[config.mk]
export PLATFORM = sky130hd
export DESIGN_NAME = bcd_serial_add_ctrl_flat
export DESIGN_NICKNAME = d
export VERILOG_FILES = /design/src/rtl/bcd_pkg.sv /design/src/rtl/bcd_serial_add_ctrl_if.sv /design/src/rtl/bcd_digit_adder.sv /design/src/rtl/bcd_serial_add_ctrl.sv /design/src/flat_wrapper.sv
export SDC_FILE = /design/constraint.sdc
export NUM_CORES = 1
export LEC_CHECK = 0
export BUFFER_PORTS_ARGS = -buffer_cell sky130_fd_sc_hd__buf_4
export CORE_ASPECT_RATIO = 1.5
export CORE_MARGIN = 3
export CORE_UTILIZATION = 49
export DETAILED_ROUTE_END_ITERATION = 10
export PLACE_DENSITY = 0.75
export SLEW_MARGIN = 40
export SYNTH_ARGS = -nofsm -noshare
export SYNTH_HDL_FRONTEND = slang
export SYNTH_SLANG_ARGS = --single-unit
export TNS_END_PERCENT = 10
[constraint.sdc]
create_clock -name clk -period 3.8 [get_ports clk]
set_input_delay 0.19 -clock clk [delete_from_list [all_inputs] [get_ports clk]]
set_output_delay 0.19 -clock clk [all_outputs]
set_load 0.02 [all_outputs]
[src/rtl/bcd_pkg.sv]
// Shared constants and FSM state type for the digit-serial BCD adder.
package bcd_pkg;
   localparam int BCD_DIGIT_W = 4;
   localparam logic [3:0] BCD_MAX = 4'd9;

   typedef enum logic [1:0] {
      IDLE,
      RUN,
      DONE
   } state_t;
endpackage

[src/rtl/bcd_serial_add_ctrl_if.sv]
// Operand and result handshakes of the digit-serial BCD adder.
// The master side supplies operands and consumes results.
// The slave side is the controller.
interface bcd_serial_add_ctrl_if #(
   parameter int NDIGITS = 4
);
   logic                 in_valid;
   logic                 in_ready;
   logic [4*NDIGITS-1:0] a;
   logic [4*NDIGITS-1:0] b;
   logic                 cin;
   logic                 out_valid;
   logic                 out_ready;
   logic [4*NDIGITS-1:0] sum;
   logic                 cout;
   logic                 err;

   modport master (
      output in_valid, a, b, cin, out_ready,
      input  in_ready, out_valid, sum, cout, err
   );

   modport slave (
      input  in_valid, a, b, cin, out_ready,
      output in_ready, out_valid, sum, cout, err
   );
endinterface

[src/rtl/bcd_digit_adder.sv]
// Single-digit BCD adder.
// It is defined for any 4-bit inputs, including non-BCD codes.
module bcd_digit_adder
   import bcd_pkg::*;
(
   input  logic [3:0] da,
   input  logic [3:0] db,
   input  logic       c,
   output logic [3:0] ds,
   output logic       co
);
   logic [4:0] s;

   // Binary sum, then a +6 correction whenever the 5-bit sum exceeds nine.
   always_comb begin
      s  = {1'b0, da} + {1'b0, db} + {4'b0000, c};
      ds = s[3:0];
      co = 1'b0;
      if (s > {1'b0, BCD_MAX}) begin
         ds = s[3:0] + 4'd6;
         co = 1'b1;
      end
   end
endmodule

[src/rtl/bcd_serial_add_ctrl.sv]
// Digit-serial packed-BCD adder controller.
// It captures the operands, runs one shared digit adder from the LSD upward,
// and then holds the result until the consumer takes it.
module bcd_serial_add_ctrl
   import bcd_pkg::*;
#(
   parameter int NDIGITS = 4
) (
   input logic               clk,
   input logic               reset,
   bcd_serial_add_ctrl_if.slave bus
);
   localparam int W     = BCD_DIGIT_W * NDIGITS;
   localparam int IDX_W = (NDIGITS > 1) ? $clog2(NDIGITS) : 1;
   localparam logic [IDX_W-1:0] LAST_IDX = IDX_W'(NDIGITS - 1);

   state_t           state;
   logic [W-1:0]     a_reg;
   logic [W-1:0]     b_reg;
   logic [W-1:0]     sum_reg;
   logic             carry_reg;
   logic [IDX_W-1:0] idx;
   logic             cout_reg;
   logic             err_reg;
   logic             out_valid_reg;
   logic             capture_err;
   logic [3:0]       digit_sum;
   logic             digit_carry;

   bcd_digit_adder u_digit (
      .da (a_reg[idx*BCD_DIGIT_W +: BCD_DIGIT_W]),
      .db (b_reg[idx*BCD_DIGIT_W +: BCD_DIGIT_W]),
      .c  (carry_reg),
      .ds (digit_sum),
      .co (digit_carry)
   );

   // Flag any non-BCD digit in the operands presented at capture time.
   always_comb begin
      capture_err = 1'b0;
      for (int i = 0; i < NDIGITS; i++) begin
         if ((bus.a[i*BCD_DIGIT_W +: BCD_DIGIT_W] > BCD_MAX) ||
             (bus.b[i*BCD_DIGIT_W +: BCD_DIGIT_W] > BCD_MAX)) begin
            capture_err = 1'b1;
         end
      end
   end

   // Controller FSM: capture operands, ripple one digit per cycle, then hold the result.
   always_ff @(posedge clk or posedge reset) begin
      if (reset) begin
         state         <= IDLE;
         a_reg         <= '0;
         b_reg         <= '0;
         sum_reg       <= '0;
         carry_reg     <= 1'b0;
         idx           <= '0;
         cout_reg      <= 1'b0;
         err_reg       <= 1'b0;
         out_valid_reg <= 1'b0;
      end else begin
         case (state)
            IDLE: begin
               if (bus.in_valid) begin
                  a_reg     <= bus.a;
                  b_reg     <= bus.b;
                  carry_reg <= bus.cin;
                  idx       <= '0;
                  err_reg   <= capture_err;
                  state     <= RUN;
               end
            end
            RUN: begin
               sum_reg[idx*BCD_DIGIT_W +: BCD_DIGIT_W] <= digit_sum;
               carry_reg <= digit_carry;
               if (idx == LAST_IDX) begin
                  cout_reg      <= digit_carry;
                  out_valid_reg <= 1'b1;
                  state         <= DONE;
               end else begin
                  idx <= idx + 1'b1;
               end
            end
            DONE: begin
               if (bus.out_ready) begin
                  out_valid_reg <= 1'b0;
                  state         <= IDLE;
               end
            end
            default: state <= IDLE;
         endcase
      end
   end

   assign bus.in_ready  = (state == IDLE);
   assign bus.out_valid = out_valid_reg;
   assign bus.sum       = sum_reg;
   assign bus.cout      = cout_reg;
   assign bus.err       = err_reg;
endmodule
[src/flat_wrapper.sv]
// flat-port wrapper written by rule: the top's interface ports become plain ports
module bcd_serial_add_ctrl_flat import bcd_pkg::*;
#(
   parameter int NDIGITS = 4
)
  (clk, reset, bus_in_valid, bus_a, bus_b, bus_cin, bus_out_ready, bus_in_ready, bus_out_valid, bus_sum, bus_cout, bus_err);
  bcd_serial_add_ctrl_if #(.NDIGITS(NDIGITS)) bus_i ();
  input logic clk;
  input logic reset;
  input wire logic [$bits(bus_i.in_valid)-1:0] bus_in_valid;
  input wire logic [$bits(bus_i.a)-1:0] bus_a;
  input wire logic [$bits(bus_i.b)-1:0] bus_b;
  input wire logic [$bits(bus_i.cin)-1:0] bus_cin;
  input wire logic [$bits(bus_i.out_ready)-1:0] bus_out_ready;
  output wire logic [$bits(bus_i.in_ready)-1:0] bus_in_ready;
  output wire logic [$bits(bus_i.out_valid)-1:0] bus_out_valid;
  output wire logic [$bits(bus_i.sum)-1:0] bus_sum;
  output wire logic [$bits(bus_i.cout)-1:0] bus_cout;
  output wire logic [$bits(bus_i.err)-1:0] bus_err;
  assign bus_i.in_valid = bus_in_valid;
  assign bus_i.a = bus_a;
  assign bus_i.b = bus_b;
  assign bus_i.cin = bus_cin;
  assign bus_i.out_ready = bus_out_ready;
  assign bus_in_ready = bus_i.in_ready;
  assign bus_out_valid = bus_i.out_valid;
  assign bus_sum = bus_i.sum;
  assign bus_cout = bus_i.cout;
  assign bus_err = bus_i.err;
  bcd_serial_add_ctrl #(.NDIGITS(NDIGITS)) u_core (.clk(clk), .reset(reset), .bus(bus_i));
endmodule
# After elaboration in Yosys (flattened, before gate mapping)
# Index checks and enable logic that the tools add are counted.
# word_totals
in_bits	37
word_cells	66
out_inout_bits	20
regBits	56
# classes
shifts	4
n_eq_ne	7
addsub	5
n_lt_le_gt_ge	9
reduce_logical	13
n_mux	19
# op_table
operator	n
$neg 4->34	1
$shift 4x34->16 const A	1
$shiftx 4x34->16	1
$gt 4x4->1 const B	8
$shiftx 16x5->4	2
$bwmux 16	1
$mux 2	5
$reduce_and 3->1	3
$mux 1	8
$ne 2x2->1 const B	3
$pmux 2 s3	1
$reduce_and 2->1	3
$add 4x4->5	1
$add 5x1->5	1
$gt 5x4->1 const B	1
$add 4x3->4 const B	1
$eq 2x2->1 const B	2
$logic_or 1x1->1	4
$mux 4	1
$pmux 1 s2	2
$pmux 2 s2	1
$reduce_bool 2->1	2
$add 2x1->2 const B	1
$eq 2x1->1 const B	1
2 further kinds	2

# Logic depth before layout (Yosys ltp)
# logic_depth
depth_word	7
depth_mapped	11
depth_no_buf	10

# Cells and area by module
# A second synthesis with hierarchy kept.
# unflattened
hier_cells	200
hier_area_um2	2740.1
# by_module_without_submodules
mod	n_inst	area_each_um2	cells_each	seq_area_each_um2
bcd_serial_add_ctrl	1	2528.7	178	1401.3
bcd_digit_adder	1	211.5	22	0.0

# Worst setup path before layout
# OpenSTA, ideal clock, no wires.
# synth_path
kind	flip-flop to flip-flop
start	register u_core.idx[0]
end	register u_core.sum_reg[10], in the netlist u_core.bus.sum[10]
path_buffers	1
t_required_ps	3669
setup_ps	131
synth_period_minus_slack_ps	3631
stages_incl_launch_ff	12
path_slack_ps	169
arrival_ps	3500
path_cell_list	dfrtp_1 -> buf_2 -> mux4_2 -> fa_1 -> fa_1 -> xnor2_1 -> ha_1 -> nor2b_1 -> o311ai_0 -> o31ai_1 -> a311oi_4 -> o21ai_1
# synth_via
elab_chain_cells	7
word_cells_on_any_way	11
cone_classes	add/sub: 4; order compare: 1; shift: 4; mux: 2
# synth_rtl
element	line_no	source
start: declaration	bcd_serial_add_ctrl.sv:22	logic [IDX_W-1:0] idx;
start signal: assignment	bcd_serial_add_ctrl.sv:81	idx <= idx + 1'b1;
$shiftx 16x5->4, on equally long branches	bcd_serial_add_ctrl.sv:31, bcd_serial_add_ctrl.sv:32	
$add 4x4->5	bcd_digit_adder.sv:16	s = {1'b0, da} + {1'b0, db} + {4'b0000, c};
$add 5x1->5	bcd_digit_adder.sv:16	
$add 4x3->4 / $gt 5x4->1 (equally long branches)	bcd_digit_adder.sv:20, bcd_digit_adder.sv:19	
$mux 4	bcd_digit_adder.sv:19	if (s > {1'b0, BCD_MAX}) begin
$shiftx 4x34->16	bcd_serial_add_ctrl.sv:74	sum_reg[idx*BCD_DIGIT_W +: BCD_DIGIT_W] <= digit_sum;
$bwmux 16 (*)	bcd_serial_add_ctrl.sv:74	
end signal: indexed assignment	bcd_serial_add_ctrl.sv:74	
end: declaration	bcd_serial_add_ctrl.sv:20	logic [W-1:0] sum_reg;
# Mark *: on every way between the ends. The rest lies on a longest branch, timed or not.
# A chain may end at the register's enable or synchronous reset.

# Worst setup path after layout
# layout_path
start	register u_core.idx[0]
end	register u_core.sum_reg[6], in the netlist u_core.bus.sum[6]
# Same word-level chain as after synthesis.

==> run_results.csv <==
group,metric,value,unit
outcome,outcome,"completed",
yosys,syn_area,0.00278,mm^2
yosys,ys_top_cells_by_count,"56 x dfrtp_1, 27 x mux2_2, 25 x nand2_1",
die,initial_core_util,50.6,%
timing,final_max_slew_viol_count,0,
critical_path,crit_path_frequent_cell,"fa_1",
final_layout,design_area,0.00338,mm^2
yosys,yosys.cell_types.count,40,
clock_network,cts-root-buf,"clkbuf_8",
job,cap_violations,0,
clock_network,clock_latency,0.31,ns
critical_path,r2r_end,"u_core.bus.sum[6]$_DFFE_PP0P_",
clock_network,cts_tree,"built",
critical_path,r2r_start,"u_core.idx[0]$_DFFE_PP0P_",
placement,dpl.hpwl,4390,um
yosys,synthArstFlopShare,100,%
yosys,yosys-top-cells-area,"dfrtp_1 50%, mux2_2 11%, mux4_2 6.5%, ha_1 4.5%, nand2_1 3.4%",
critical_path,crit_chain,"mux4_2 > fa_1 > fa_1 > xnor2_1 > ha_1 > nor2b_1 > a31oi_1 > and4b_4 > a311oi_4 > o21ai_1",
global_routing,gr-usage-met2,32.2,%
critical_path,crit_path_start,"u_core.idx[0]$_DFFE_PP0P_",
critical_path,crit_end,"u_core.bus.sum[6]$_DFFE_PP0P_",
global_routing,met1_usage,23.8,%
global_routing,grt.met3_usage,2.99,%
yosys,yosysWarningCount,0,
yosys,synth_seq_cells,56,
critical_path,cp_data_arrival_time,3.74,ns
yosys,syn_nets,276,
timing,relSlewSlack,54.3,%
timing,skew,0.00781,ns
timing,rsz0062_at_grt,"false",
global_routing,grt_pass1_wl,9640,um
yosys,synth_edf_count,0,
final_layout,n_antenna_cell,0,
global_routing,grt_max_degree,57,
critical_path,cpPeakStageDelay,0.53,ns
die,fp.dieH,98.3,um
yosys,synth_cells,227,
yosys,synth.avg_cell_area,12.2,um^2
detailed_routing,routed_wl,5520,um
yosys,synthFlopType,"dfrtp_1",
clock_network,clk_pin_slew,0.10,ns
die,die_area,0.00663,mm^2
die,coreArea,0.00549,mm^2
clock_network,cts_made_buffers,5,
critical_path,r2r_cells,10,
placement,globalplace.congestion,0.802,
critical_path,crit_fanout,4,
detailed_routing,vias,1972,
detailed_routing,drt-initial-drc-count,37,
timing,clock.fmax,282,MHz
clock_network,htreeDepth,2,
final_layout,nFillCells,458,
critical_path,startpoint_type,"flop",
final_layout,drive_gt1_share,37.7,%
critical_path,critPathCaptureType,"flop",
critical_path,ff2ff_setup_slack,0.25,ns
final_layout,area_growth,21.7,%
detailed_routing,ant_nets,0,
die,row_count,33,
detailed_routing,drtPass1Iterations,4,
timing,period_needed,3.55,ns
critical_path,required,3.99,ns
clock_network,cts_setup_buffers,0,
global_routing,grt-busiest-layer,"met2",
clock_network,cts_buffer_depth,2,
critical_path,slowest_stage,"mux4_2",
timing,hold_viol,0,
die,ioPinCount,57,
global_routing,grt_pass1_vias,2058,
global_routing,grt_usage,19.1,%
global_routing,antenna_found_initial,0,
final_layout,nets,337,
yosys,yosysMostFrequentCell,"dfrtp_1",
die,fp.dieW,67.5,um
timing,worst_pin_slew,0.686,ns
detailed_routing,drc,0,
yosys,netlist.area_leader.share,50.4,%
timing,setup_viol,0,
placement,dpl_cell_area,0.00329,mm^2
critical_path,crit_type,"flop to flop",
timing,post-route-period-util,93.3,%
detailed_routing,wire_per_inst,15.4,um
clock_network,clock-sinks,56,
timing,tns,0,ns
yosys,synth-seq-area-share,50.4,%
yosys,synth_top_cell_by_area,"dfrtp_1",
detailed_routing,vias_per_cell,5.49,
hold_path,hold_path.class,"input port to async pin",
placement,portBuffers,56,
global_routing,grt_overflow,0,
-- worst max-delay path, delay by kind of cell, from the launching register on --
kind | cells | cell delay (ns)
AND/OR/NAND/NOR | 2 | 0.51
AO/OA/AOI/OAI | 3 | 0.56
multiplexers | 1 | 0.53
adder cells (fa/ha/maj) | 3 | 1.14
flip-flops | 1 | 0.42
XOR/XNOR | 1 | 0.28
-- per-layer routing --
| metal | vias to the layer above | share of wire [%] | routed length [um] |
|---|---|---|---|
| met3 | 11 | 4.0 | 222 |
| met4 | 0 | 2.3 | 125 |
| met5 | - | 0 | 0 |
| li1 | 943 | - | - |
| met1 | 961 | 40 | 2210 |
| met2 | 57 | 54 | 2960 |
-- how the worst min path moves through the flow --
stage / to / slack, ns / depth (start not counted)
after floorplan: u_core.state[1]$_DFFE_PP0P_ / 0.28 / 1
after global placement: u_core.state[1]$_DFFE_PP0P_ / 0.37 / 2
after detailed placement: u_core.state[1]$_DFFE_PP0P_ / 0.39 / 2
after CTS: u_core.state[1]$_DFFE_PP0P_ / 0.04 / 2
after global routing: u_core.state[1]$_DFFE_PP0P_ / 0.04 / 2
final: u_core.state[1]$_DFFE_PP0P_ / 0.05 / 3
-- logic make-up (layout without fill, tap and decap cells) --
logic type / count (synthesis) / count (layout) / synth area share (%)
simple gates: 52 / 52 / 9.36
fa+ha+maj: 12 / 12 / 5.94
compound gates: 48 / 48 / 11.1
flops: 56 / 56 / 50.4
buf+inv: 15 / 77 / 2.34
xor+xnor: 1 / 1 / 0.315
mux: 43 / 43 / 20.6
-- per-stage QoR --
step / utilization (%) / hold WS, ns / cells / setup WS, ns
4_1_cts: 61.6 / 0.0438 / 359 / 0.223
6_report: 61.6 / 0.0528 / 359 / 0.254
2_1_floorplan: - / 0.276 / 227 / 0.169
3_3_place_gp: 59.9 / 0.374 / 351 / 0.353
3_5_place_dp: 59.9 / 0.387 / 351 / 0.234
5_1_grt: 61.6 / 0.0379 / 359 / 0.00897
-- area by class of cell --
type	count	area (um^2)	share of cell area, %
clock buffers	7	86.3	2.55
clock inverters	1	7.51	0.222
inverters	9	33.8	0.999
multi-input cells	156	1320	38.9
flip-flops and latches	56	1400	41.4
well taps	70	87.6	2.59
repair buffers	60	450	13.3
-- cells in the final DEF, fill, tap and decap left out, drive strengths merged, types with 6 or more instances in the layout --
cell and n:
mux4 8, a21oi 8, nand2 25, inv 9
dfrtp 56, mux2 33, ha 10, clkbuf 7
nor2 9, o31ai 6, o21ai 24, buf 60
-- timing repair --
item,CTS,global route
hold buffers,0,0
hold endpoints to repair,0,0
endpoints found under the setup margin,0,3
gates resized for setup,0,1
Power is not shown: default switching activity piles up to over one toggle a cycle in this logic, so the estimate is an artifact.
